### config.mk
export PLATFORM = sky130hd
export DESIGN_NAME = regfile_writer
export DESIGN_NICKNAME = d
export VERILOG_FILES = /design/src/rtl/regfile_writer.sv
export SDC_FILE = /design/constraint.sdc
export NUM_CORES = 1
export LEC_CHECK = 0
export BUFFER_PORTS_ARGS = -buffer_cell sky130_fd_sc_hd__buf_2
export CAP_MARGIN = 30
export CORE_AREA = 3 3 413 415
export DETAILED_ROUTE_END_ITERATION = 8
export DIE_AREA = 0 0 416 418
export PLACE_DENSITY_LB_ADDON = 0.25
export SYNTH_ARGS = -nofsm -noshare
export SYNTH_HDL_FRONTEND = slang
export SYNTH_SLANG_ARGS = --single-unit
### constraint.sdc
create_clock -name Clk -period 5.9 [get_ports Clk]
set_input_delay 0.295 -clock Clk [delete_from_list [all_inputs] [get_ports Clk]]
set_output_delay 0.295 -clock Clk [all_outputs]
set_load 0.02 [all_outputs]
### src/rtl/regfile_writer.sv
// regfile_writer: 32x32 register file write port with a 32-cycle sequential clear
module regfile_writer #(
  parameter logic [31:0] RESET_VAL = 32'h00000000,
  parameter bit          R0_ZERO   = 1'b0
) (
  input  logic        Clk,
  input  logic        Reset,
  input  logic        WE,
  input  logic [4:0]  WA,
  input  logic [31:0] WD,
  input  logic        CLR,
  output logic        Ready,
  output logic [7:0]  WrCount,
  output logic [31:0] Q0,
  output logic [31:0] Q1,
  output logic [31:0] Q2,
  output logic [31:0] Q3,
  output logic [31:0] Q4,
  output logic [31:0] Q5,
  output logic [31:0] Q6,
  output logic [31:0] Q7,
  output logic [31:0] Q8,
  output logic [31:0] Q9,
  output logic [31:0] Q10,
  output logic [31:0] Q11,
  output logic [31:0] Q12,
  output logic [31:0] Q13,
  output logic [31:0] Q14,
  output logic [31:0] Q15,
  output logic [31:0] Q16,
  output logic [31:0] Q17,
  output logic [31:0] Q18,
  output logic [31:0] Q19,
  output logic [31:0] Q20,
  output logic [31:0] Q21,
  output logic [31:0] Q22,
  output logic [31:0] Q23,
  output logic [31:0] Q24,
  output logic [31:0] Q25,
  output logic [31:0] Q26,
  output logic [31:0] Q27,
  output logic [31:0] Q28,
  output logic [31:0] Q29,
  output logic [31:0] Q30,
  output logic [31:0] Q31
);
  typedef enum logic {IDLE, CLEAR} state_t;
  state_t      state, state_nx;
  logic [4:0]  idx, idx_nx;
  logic [7:0]  wr_count;
  logic [31:0] q [32];
  logic [31:0] wr_sel, clr_sel;
  logic        accept;
  always_comb begin
    accept   = WE && state == IDLE;
    wr_sel   = accept ? (32'd1 << WA) & ~{31'd0, R0_ZERO} : 32'd0;
    clr_sel  = state == CLEAR ? 32'd1 << idx : 32'd0;
    state_nx = state == IDLE ? (CLR ? CLEAR : IDLE) : (idx == 5'd31 ? IDLE : CLEAR);
    idx_nx   = state == CLEAR ? idx + 5'd1 : 5'd0;
  end
  // writes only happen in IDLE and clears only in CLEAR, so the selects never overlap
  always_ff @(posedge Clk) begin
    if (Reset) begin
      state    <= IDLE;
      idx      <= 5'd0;
      wr_count <= 8'd0;
      for (int i = 0; i < 32; i++) q[i] <= RESET_VAL;
    end else begin
      state    <= state_nx;
      idx      <= idx_nx;
      wr_count <= wr_count + {7'd0, accept};
      for (int i = 0; i < 32; i++)
        if (clr_sel[i]) q[i] <= RESET_VAL;
        else if (wr_sel[i]) q[i] <= WD;
    end
  end
  assign Ready   = state == IDLE;
  assign WrCount = wr_count;
  assign Q0  = q[0];
  assign Q1  = q[1];
  assign Q2  = q[2];
  assign Q3  = q[3];
  assign Q4  = q[4];
  assign Q5  = q[5];
  assign Q6  = q[6];
  assign Q7  = q[7];
  assign Q8  = q[8];
  assign Q9  = q[9];
  assign Q10 = q[10];
  assign Q11 = q[11];
  assign Q12 = q[12];
  assign Q13 = q[13];
  assign Q14 = q[14];
  assign Q15 = q[15];
  assign Q16 = q[16];
  assign Q17 = q[17];
  assign Q18 = q[18];
  assign Q19 = q[19];
  assign Q20 = q[20];
  assign Q21 = q[21];
  assign Q22 = q[22];
  assign Q23 = q[23];
  assign Q24 = q[24];
  assign Q25 = q[25];
  assign Q26 = q[26];
  assign Q27 = q[27];
  assign Q28 = q[28];
  assign Q29 = q[29];
  assign Q30 = q[30];
  assign Q31 = q[31];
endmodule
## Word level (Yosys, flattened, before mapping)

Memory sizes are Yosys's and may differ from the RTL's.
Cells that the tools add are included.

- Muxes and demuxes: 295
- Div/mod/pow operators: 0
- Shifts and indexed selects: 2
- Equal/unequal tests: 1
- Reduce and logical (&&, ||, !) cells: 2
- $mul: 0
- Magnitude comparators: 0
- Bitwise logic cells: 65
- Add/subtract/negate cells: 2

Operators by type and width:

| operator | number |
|---|---|
| two-way mux 32 bit | 66 |
| two-way mux 1 bit | 229 |
| OR 1 bit | 64 |
| << shifter 1 x 5 -> 32 bit (first input constant) | 2 |
| adder 8 x 1 -> 8 bit | 1 |
| adder 5 x 1 -> 5 bit (second input constant) | 1 |
| equality test 5 bit (second input constant) | 1 |
| OR reduction 2 bit | 1 |
| logical AND 1 bit | 1 |
| inverter 1 bit | 1 |

- Register bits: 14
- Memories: 1
- Latch bits: 0
- Memory bits (read-only): 0
- Bits in writable memories: 1024
- Bits of input ports: 41
- Word-level logic and storage cells: 371

Memories:

| name | depth | bits a word | rd ports | clocked after memory_dff | wr ports | line | RTL |
|---|---|---|---|---|---|---|---|
| q | 32 | 32 | 32 | 0 | 32 | 51 | `logic [31:0] q [32];` |

## Longest topological paths before layout

Gate-level depths: netlist of the first run.

- Depth in word-level cells: 8
- Depth in mapped cells: 7
- Mapped depth without buffers: 6

## Least setup slack after synthesis of the first run

Ideal clock, no wire load.

- Path kind: reg-to-reg
- Start: register state
- End: memory q[3][4] (netlist: q[0][100]) (enable)
- Cell stages (with the launch flop): 6
- Data arrival time: 3.720 ns
- Data required time: 5.434 ns
- Slack: 1.714 ns
- Cell sequence: dfxtp_1 or4b_1 buf_2 or2_1 buf_6 o21ai_0

RTL lines:

| element | line | RTL |
|---|---|---|
| start: declaration | 48 | `state_t state, state_nx;` |
| start signal: assignment | 69 | `state <= state_nx;` |
| end: declaration | 51 |  |

==> results of run 1 <==
flip-flops by register name, summed over array words and instances (netlist names):
signal	count
q	1024
WrCount	8
state	1
idx	5
worst reg2reg max path, cell delays in order (launching register included):
cell and delay (ps):
dfxtp_1 450, or4b_1 830, nor4_4 290, buf_4 390
a211o_2 760
cells in the mapped netlist (3+ instances only):
| cell type | number |
|---|---|
| edfxtp_1 | 1024 |
| nor2_1 | 778 |
| and2_1 | 257 |
| nand2_1 | 202 |
| clkbuf_1 | 122 |
| buf_1 | 34 |
| o21ai_0 | 22 |
| a21oi_1 | 21 |
| dfxtp_1 | 14 |
| buf_2 | 11 |
| a211o_1 | 9 |
| ha_1 | 9 |
| nor2b_1 | 9 |
| inv_1 | 8 |
| nand2b_1 | 8 |
| nand3_1 | 6 |
| nor3_1 | 6 |
| a31oi_1 | 5 |
| buf_6 | 5 |
| or3_1 | 4 |
| and3_1 | 3 |
| and3b_1 | 3 |
| clkbuf_2 | 3 |
| o31ai_1 | 3 |
| xor2_1 | 3 |
repair_timing:
item                       in CTS  in global routing
hold endpoints to repair        1                  0
setup endpoints to repair       0                  0
hold buffers                    1                  0
layer usage:
layer | up-vias | GRT usage
met3 | 255 | 0.0385
met2 | 1310 | 0.355
met1 | 13300 | 0.246
met4 | 2 | 0.0844
li1 | 11131 | -
met5 | - | 0
placed cells by master (no fill, tap or decap), types with 8 or more instances in the layout:
cell,count
buf_2,1074
edfxtp_1,1024
nor2_1,777
and2_1,257
nand2_1,196
clkbuf_16,115
buf_4,62
clkinv_1,26
clkbuf_1,23
a21oi_1,21
o21ai_4,19
clkinv_2,17
dfxtp_1,14
diode_2,10
buf_12,10
ha_1,9
inv_1,8
a211o_2,8
bufinv_16,8
where the power goes:
part / switching [W] / leakage [nW] / internal (W) / total, W
registers: 0.000135 / 10.5 / 0.00839 / 0.00852
logic: 0.00116 / 7.08 / 0.000287 / 0.00145
clock network: 0.00318 / 1.77 / 0.00394 / 0.00712
per-stage QoR:
step	utilization	area [µm²]	instances	power [W]
after floorplan	-	38000	2587	0.00930
after CTS	0.300	50100	5971	0.0173
final	0.300	50200	5983	0.0171
after global placement	0.277	46200	5750	0.0101
after detailed placement	0.278	46500	5762	0.0102
after global routing	0.300	50200	5973	0.0176
path summary, 6_finish.rpt:
check | startpoint | to | slack (ps) | depth (start not counted)
worst max register to register | state | q[0][263] | 2760 | 4
worst max-delay path | state | q[0][263] | 2760 | 4
worst min-delay path | Reset | WrCount[4] | 210 | 2
worst min register to register | idx[0] | idx[0] | 490 | 1
area by class of cell:
class / instances / area, µm² / area share
antenna: 10 / 25.0 / 0.000499
timing repair buffer: 1149 / 6110 / 0.122
clock buffer: 138 / 2960 / 0.0591
tap: 2204 / 2760 / 0.0550
inverter: 8 / 30.0 / 0.000598
clock inverter: 70 / 681 / 0.0136
multi-input combinational: 1366 / 6590 / 0.131
sequential: 1038 / 31000 / 0.618
kinds of logic after synthesis:
| kind of cell | count (synthesis) |
|---|---|
| and+or+nand+nor | 1292 |
| DFF | 1038 |
| buffers and inverters | 183 |
| AOI/OAI and AO/OA | 61 |
| adders and majority gates | 9 |
| xor gates and xnor gates | 4 |
==> metrics.cfg, run 1 <==
[global_routing]
grt_start_max_net_pins=67
grt_pass1_wl_um=238000
overflow=0
antenna_found_initial=28
grt_pass1_vias=25188
grt_usage=0.203

[routing]
num_vias=25998
drt_first_pass_iters=7
wl_per_cell_um=30.7
vias_per_cell=4.35
met1_length_um=69500
top_layer_used=met5
wl_met2_um=93400
ant_nets=0
dr_wl_met3_um=13100
drt_iter0_drc=2945
wirelength_um=184000
remaining_drc_errors=0

[outcome]
status=completed

[die]
core_area_um2=167000
die-width_um=416
start_util=0.227
ioPinCount=1074
dieHeight_um=418
die_area_um2=174000
row_count=150

[power]
leakagePower_nw=19.4
power_density_nw_per_um2=341
ir_drop_mv=0.255

[setup_path]
cp_cell_sequence=or4b_1 -> nor4_4 -> buf_4 -> a211o_2
cp-start-kind=register
end_kind=register
crit_buf_inv=1
cp_data_arrival_time_ps=3480
critPathRequiredTime_ps=6240
crit_family=simple AND/OR/NAND/NOR gates
crit_slowest_cell=or4b_1
cpPeakStageDelay_ps=820
path_class=register to register
crit_fanout=33

[synthesis]
synthXorXnorAreaFrac=0.000922
yosysSeqAreaShare=0.817
synth_top_family_by_area=simple AND/OR/NAND/NOR gates
synth-simple-area-share=0.150
synth_edf_count=1024
synth_area_um2=38000
yosysWarnings=0
synth_top_area_frac=0.810
synth_top_cell_by_area=edfxtp_1
synth_cell_type_count=41
yosys-mux-area-fraction=0
postSynthCellCount=2587
synthAdderAreaFrac=0.00297
synth_ff_type=edfxtp_1
ys_ff_latch=1038
syn_area_per_cell_um2=14.7
synth-compound-area-share=0.00942
synthTopCellsByArea=edfxtp_1 (81%), nor2_1 (7.7%), and2_1 (4.2%)
synth_async_sr_flop_share=0
synth.net_count=2637

[sta]
hold_viol_final=0
fmax_ghz=0.319
period_minus_slack_ps=3140
setup_violations=0
timing.slew.headroom=0.346
fin_crit_sh=0.532
grt_setup_unrepaired=no
setup_ws_ps=2760
worst_pin_slew_ps=982
fin_skew_ps=37.4
fin_setup_tns_ps=0
holdWs_ps=214
slew_viol_final=0

[clocking]
postCtsSetupRepairBufs=0
cts_sinks=1038
clock-root-buffer=clkbuf_16
cts_resized=0
h-tree-depth=3
clockBufferDepth=3
clk-insertion-delay-late_ps=750
path_clk_slew_ps=70
cts_tree=done
cts_buffers=115

[placement]
pre_cts_ws_ps=2330
portBuffers=1073
dp_hpwl_um=130000
gp_congestion=0.853

[final_layout]
layout-drive-gt1-share=0.363
syn2layout_area_growth_pct=32.1
nFillCells=17190
layout.nets=3728

[job]
drv_cap=0

[min_path]
min_path_type=primary input to register

Note: power is estimated with default switching activity, not from simulation.
==> inputs of run 2 (changes only) <==
--- a/config.mk
+++ b/config.mk
@@ -5,11 +5,12 @@
 export SDC_FILE = /design/constraint.sdc
 export NUM_CORES = 1
 export LEC_CHECK = 0
+export ABC_AREA = 1
 export BUFFER_PORTS_ARGS = -buffer_cell sky130_fd_sc_hd__buf_2
 export CAP_MARGIN = 30
-export CORE_AREA = 3 3 413 415
+export CORE_AREA = 3 3 420 422
 export DETAILED_ROUTE_END_ITERATION = 8
-export DIE_AREA = 0 0 416 418
+export DIE_AREA = 0 0 423 425
 export PLACE_DENSITY_LB_ADDON = 0.25
 export SYNTH_ARGS = -nofsm -noshare
 export SYNTH_HDL_FRONTEND = slang
==> constraint.sdc (replaced) <==
create_clock -name Clk -period 3.1 [get_ports Clk]
set_input_delay 0.155 -clock Clk [delete_from_list [all_inputs] [get_ports Clk]]
set_output_delay 0.155 -clock Clk [all_outputs]
set_load 0.02 [all_outputs]
==> run 2 against run 1 <==
Clock-buffer cell count up 4; worst hold slack worse by 150 ps; largest power group unchanged; synthesized cell count down 1.8%; power up 90%; critical path depth up 3; largest cell class unchanged; register-to-register slack worse by 2200 ps.
==> metrics.cfg, run 2 <==
[sta]
holdWs_ps=66.5  ; -148 ps
grt_setup_unrepaired=no
hold_viol_final=0  ; unchanged
fin_crit_sh=0.806  ; +0.274
setup_violations=0  ; unchanged
fin_skew_ps=32.1  ; -5.29 ps
fin_setup_tns_ps=0  ; unchanged
slew_viol_final=0  ; unchanged
worst_pin_slew_ps=973  ; -9.22 ps
timing.slew.headroom=0.352  ; +0.00615
fmax_ghz=0.400  ; +26%
period_minus_slack_ps=2500  ; -640 ps

[setup_path]
cpPeakStageDelay_ps=520  ; -300 ps
rrSetupSlack_ps=600  ; -2160 ps
path_class=register to register
crit_slowest_cell=nor3_4
ff2ff_path_depth=7  ; +3
r2r-start=state
critPathRequiredTime_ps=3530  ; -2710 ps
reg2reg_to=q[1][300]
cp_data_arrival_time_ps=2930  ; -550 ps
critPathCapture=q[1][300]
startpoint=state
end_kind=register
cp_common_cell=nand2_2
cp-start-kind=register
crit_fanout=13  ; -61%
cp_cell_sequence=inv_2 -> nand2_2 -> nor3_4 -> buf_4 -> nand2_2 -> nand2_2 -> buf_4

[die]
core_area_um2=173000  ; +3.8%
ioPinCount=1074  ; unchanged
start_util=0.213  ; -0.0145
row_count=153  ; +2.0%
die-width_um=423  ; +1.7%
die_area_um2=180000  ; +3.4%
dieHeight_um=425  ; +1.7%

[routing]
ant_nets=0  ; unchanged
num_vias=25309  ; -2.7%
drt_iter0_drc=2430  ; -17%
vias_per_cell=4.15  ; -4.5%
wirelength_um=177000  ; -3.6%
drt_first_pass_iters=5  ; -2
wl_per_cell_um=29.0  ; -5.5%
remaining_drc_errors=0  ; unchanged

[clocking]
h-tree-depth=3  ; unchanged
clockBufferDepth=3  ; unchanged
cts_tree=done
postCtsSetupRepairBufs=0  ; unchanged
clock-root-buffer=clkbuf_16
cts_buffers=114  ; -0.87%
clk-insertion-delay-late_ps=760  ; about the same
path_clk_slew_ps=60  ; about the same
cts_sinks=1038  ; unchanged

[final_layout]
top_register=q
nFillCells=17908  ; +4.2%
syn2layout_area_growth_pct=34.7
layout.nets=3724  ; -0.11%
layout-drive-gt1-share=0.384  ; +0.0214
final_cell_mix=nor2_1 (1,110), buf_2 (1,073), edfxtp_1 (1,024)
largest_register_ffs=1024  ; unchanged
final_common_cell=nor2_1

[synthesis]
ys_ff_latch=1038  ; unchanged
synth_most_common_cell=nor2_1
postSynthCellCount=2541  ; -1.8%
synth_top_area_frac=0.833  ; +0.0232
synth_top_cell_by_area=edfxtp_1
synth_async_sr_flop_share=0  ; unchanged
synth.net_count=2591  ; -1.7%
synth_area_um2=36900  ; -2.8%
yosysSeqAreaShare=0.840  ; +0.0234
yosysWarnings=0  ; unchanged
synthTopCellsByArea=edfxtp_1 (83%), nor2_1 (11%), clkbuf_1 (1.4%)
synth_common_cells=nor2_1 (1,110), edfxtp_1 (1,024), clkbuf_1 (138)
synth_edf_count=1024  ; unchanged
synth_cell_type_count=19  ; -54%
synth_ff_type=edfxtp_1
syn_area_per_cell_um2=14.5  ; -1.0%

[global_routing]
antenna_found_initial=16  ; -43%
overflow=0  ; unchanged
grt_pass1_vias=24969  ; -0.87%
grt_start_max_net_pins=33  ; -51%
grt_usage=0.190  ; -0.0132
grt_pass1_wl_um=231000  ; -2.7%

[job]
drv_cap=0  ; unchanged

[placement]
gp_congestion=0.819  ; -4.0%
dp_hpwl_um=123000  ; -5.1%
portBuffers=1073  ; unchanged

[min_path]
min_path_type=primary input to register

[power]
power_density_nw_per_um2=652  ; +92%
ir_drop_mv=0.509  ; +99%
leakagePower_nw=21.2  ; +9.5%

[outcome]
status=completed

[run 2: changes by cell type in the layout (fill, tap and decap cells not counted), sizes merged, moves of 25 or more]
cell	previous run	this run
dlygate4sd3	1	26
inv	12	60
nor2	778	1110
nand2	202	83
and2	257	0
buf	1148	1194
[run 2: worst min-delay path by stage]
stage	from	to	slack, ps	cells after the start
final	WD[13]	q[0][333]	70	4
after global routing	WD[13]	q[0][333]	50	4
after CTS	WD[13]	q[0][333]	8	4
after detailed placement	idx[0]	idx[0]	470	1
after global placement	idx[0]	idx[0]	470	1
after floorplan	CLR	state	330	2
[run 2: metal layers]
metal | vias to the layer above | track usage | wire [µm]
met3 | 254 | 0.0420 | 12300
met5 | - | 0 | 0
li1 | 10883 | - | -
met2 | 1152 | 0.333 | 90100
met1 | 13020 | 0.228 | 68100
met4 | 0 | 0.0718 | 6620
[run 2: what timing repair did]
action	CTS	global route
gates resized for setup	0	0
setup endpoints to repair	0	0
hold buffers	26	0
hold endpoints to repair	262	0
[run 2: power by group]
part,switching [W],total (W),internal [W]
registers,0.000160,0.0160,0.0159
logic,0.00203,0.00255,0.000518
clock network,0.00596,0.0139,0.00790
total,0.00815,0.0324,0.0243
[run 2: layout make-up]
class | instances | area, µm² | area share
Sequential cell | 1038 | 31000 | 0.624
Antenna cell | 10 | 25.0 | 0.000503
Clock inverter | 67 | 752 | 0.0151
Clock buffer | 142 | 3010 | 0.0605
Inverter | 56 | 210 | 0.00423
Tap cell | 2325 | 2910 | 0.0585
Timing Repair Buffer | 1220 | 6830 | 0.137
Multi-Input combinational cell | 1244 | 4970 | 0.0999
[run 2: through the flow]
step | power (W) | utilization | worst slack (ps) | instances | cell area, µm²
6_report | 0.0324 | 0.287 | 602 | 6102 | 49700
3_5_place_dp | 0.0189 | 0.263 | 513 | 5857 | 45700
4_1_cts | 0.0328 | 0.287 | 498 | 6092 | 49700
2_1_floorplan | 0.0174 | - | 703 | 2541 | 36900
5_1_grt | 0.0334 | 0.287 | 379 | 6094 | 49700
3_3_place_gp | 0.0189 | 0.263 | 436 | 5855 | 45600
[run 2: logic make-up (layout without fill, tap and decap cells)]
group,after synthesis,after routing,synth area share
simple gates,1221,1221,0.126
flops,1038,1038,0.840
buf+inv,259,1485,0.0285
compound gates,14,14,0.00210
fa+ha+maj,9,9,0.00305
other cells,0,10,0
[run 2: worst max-delay path, delay by kind of cell, from the launching register on]
kind	cells	cell delay [ps]
AND/OR/NAND/NOR	4	1080
buffers and inverters	3	690
flip-flops	1	370
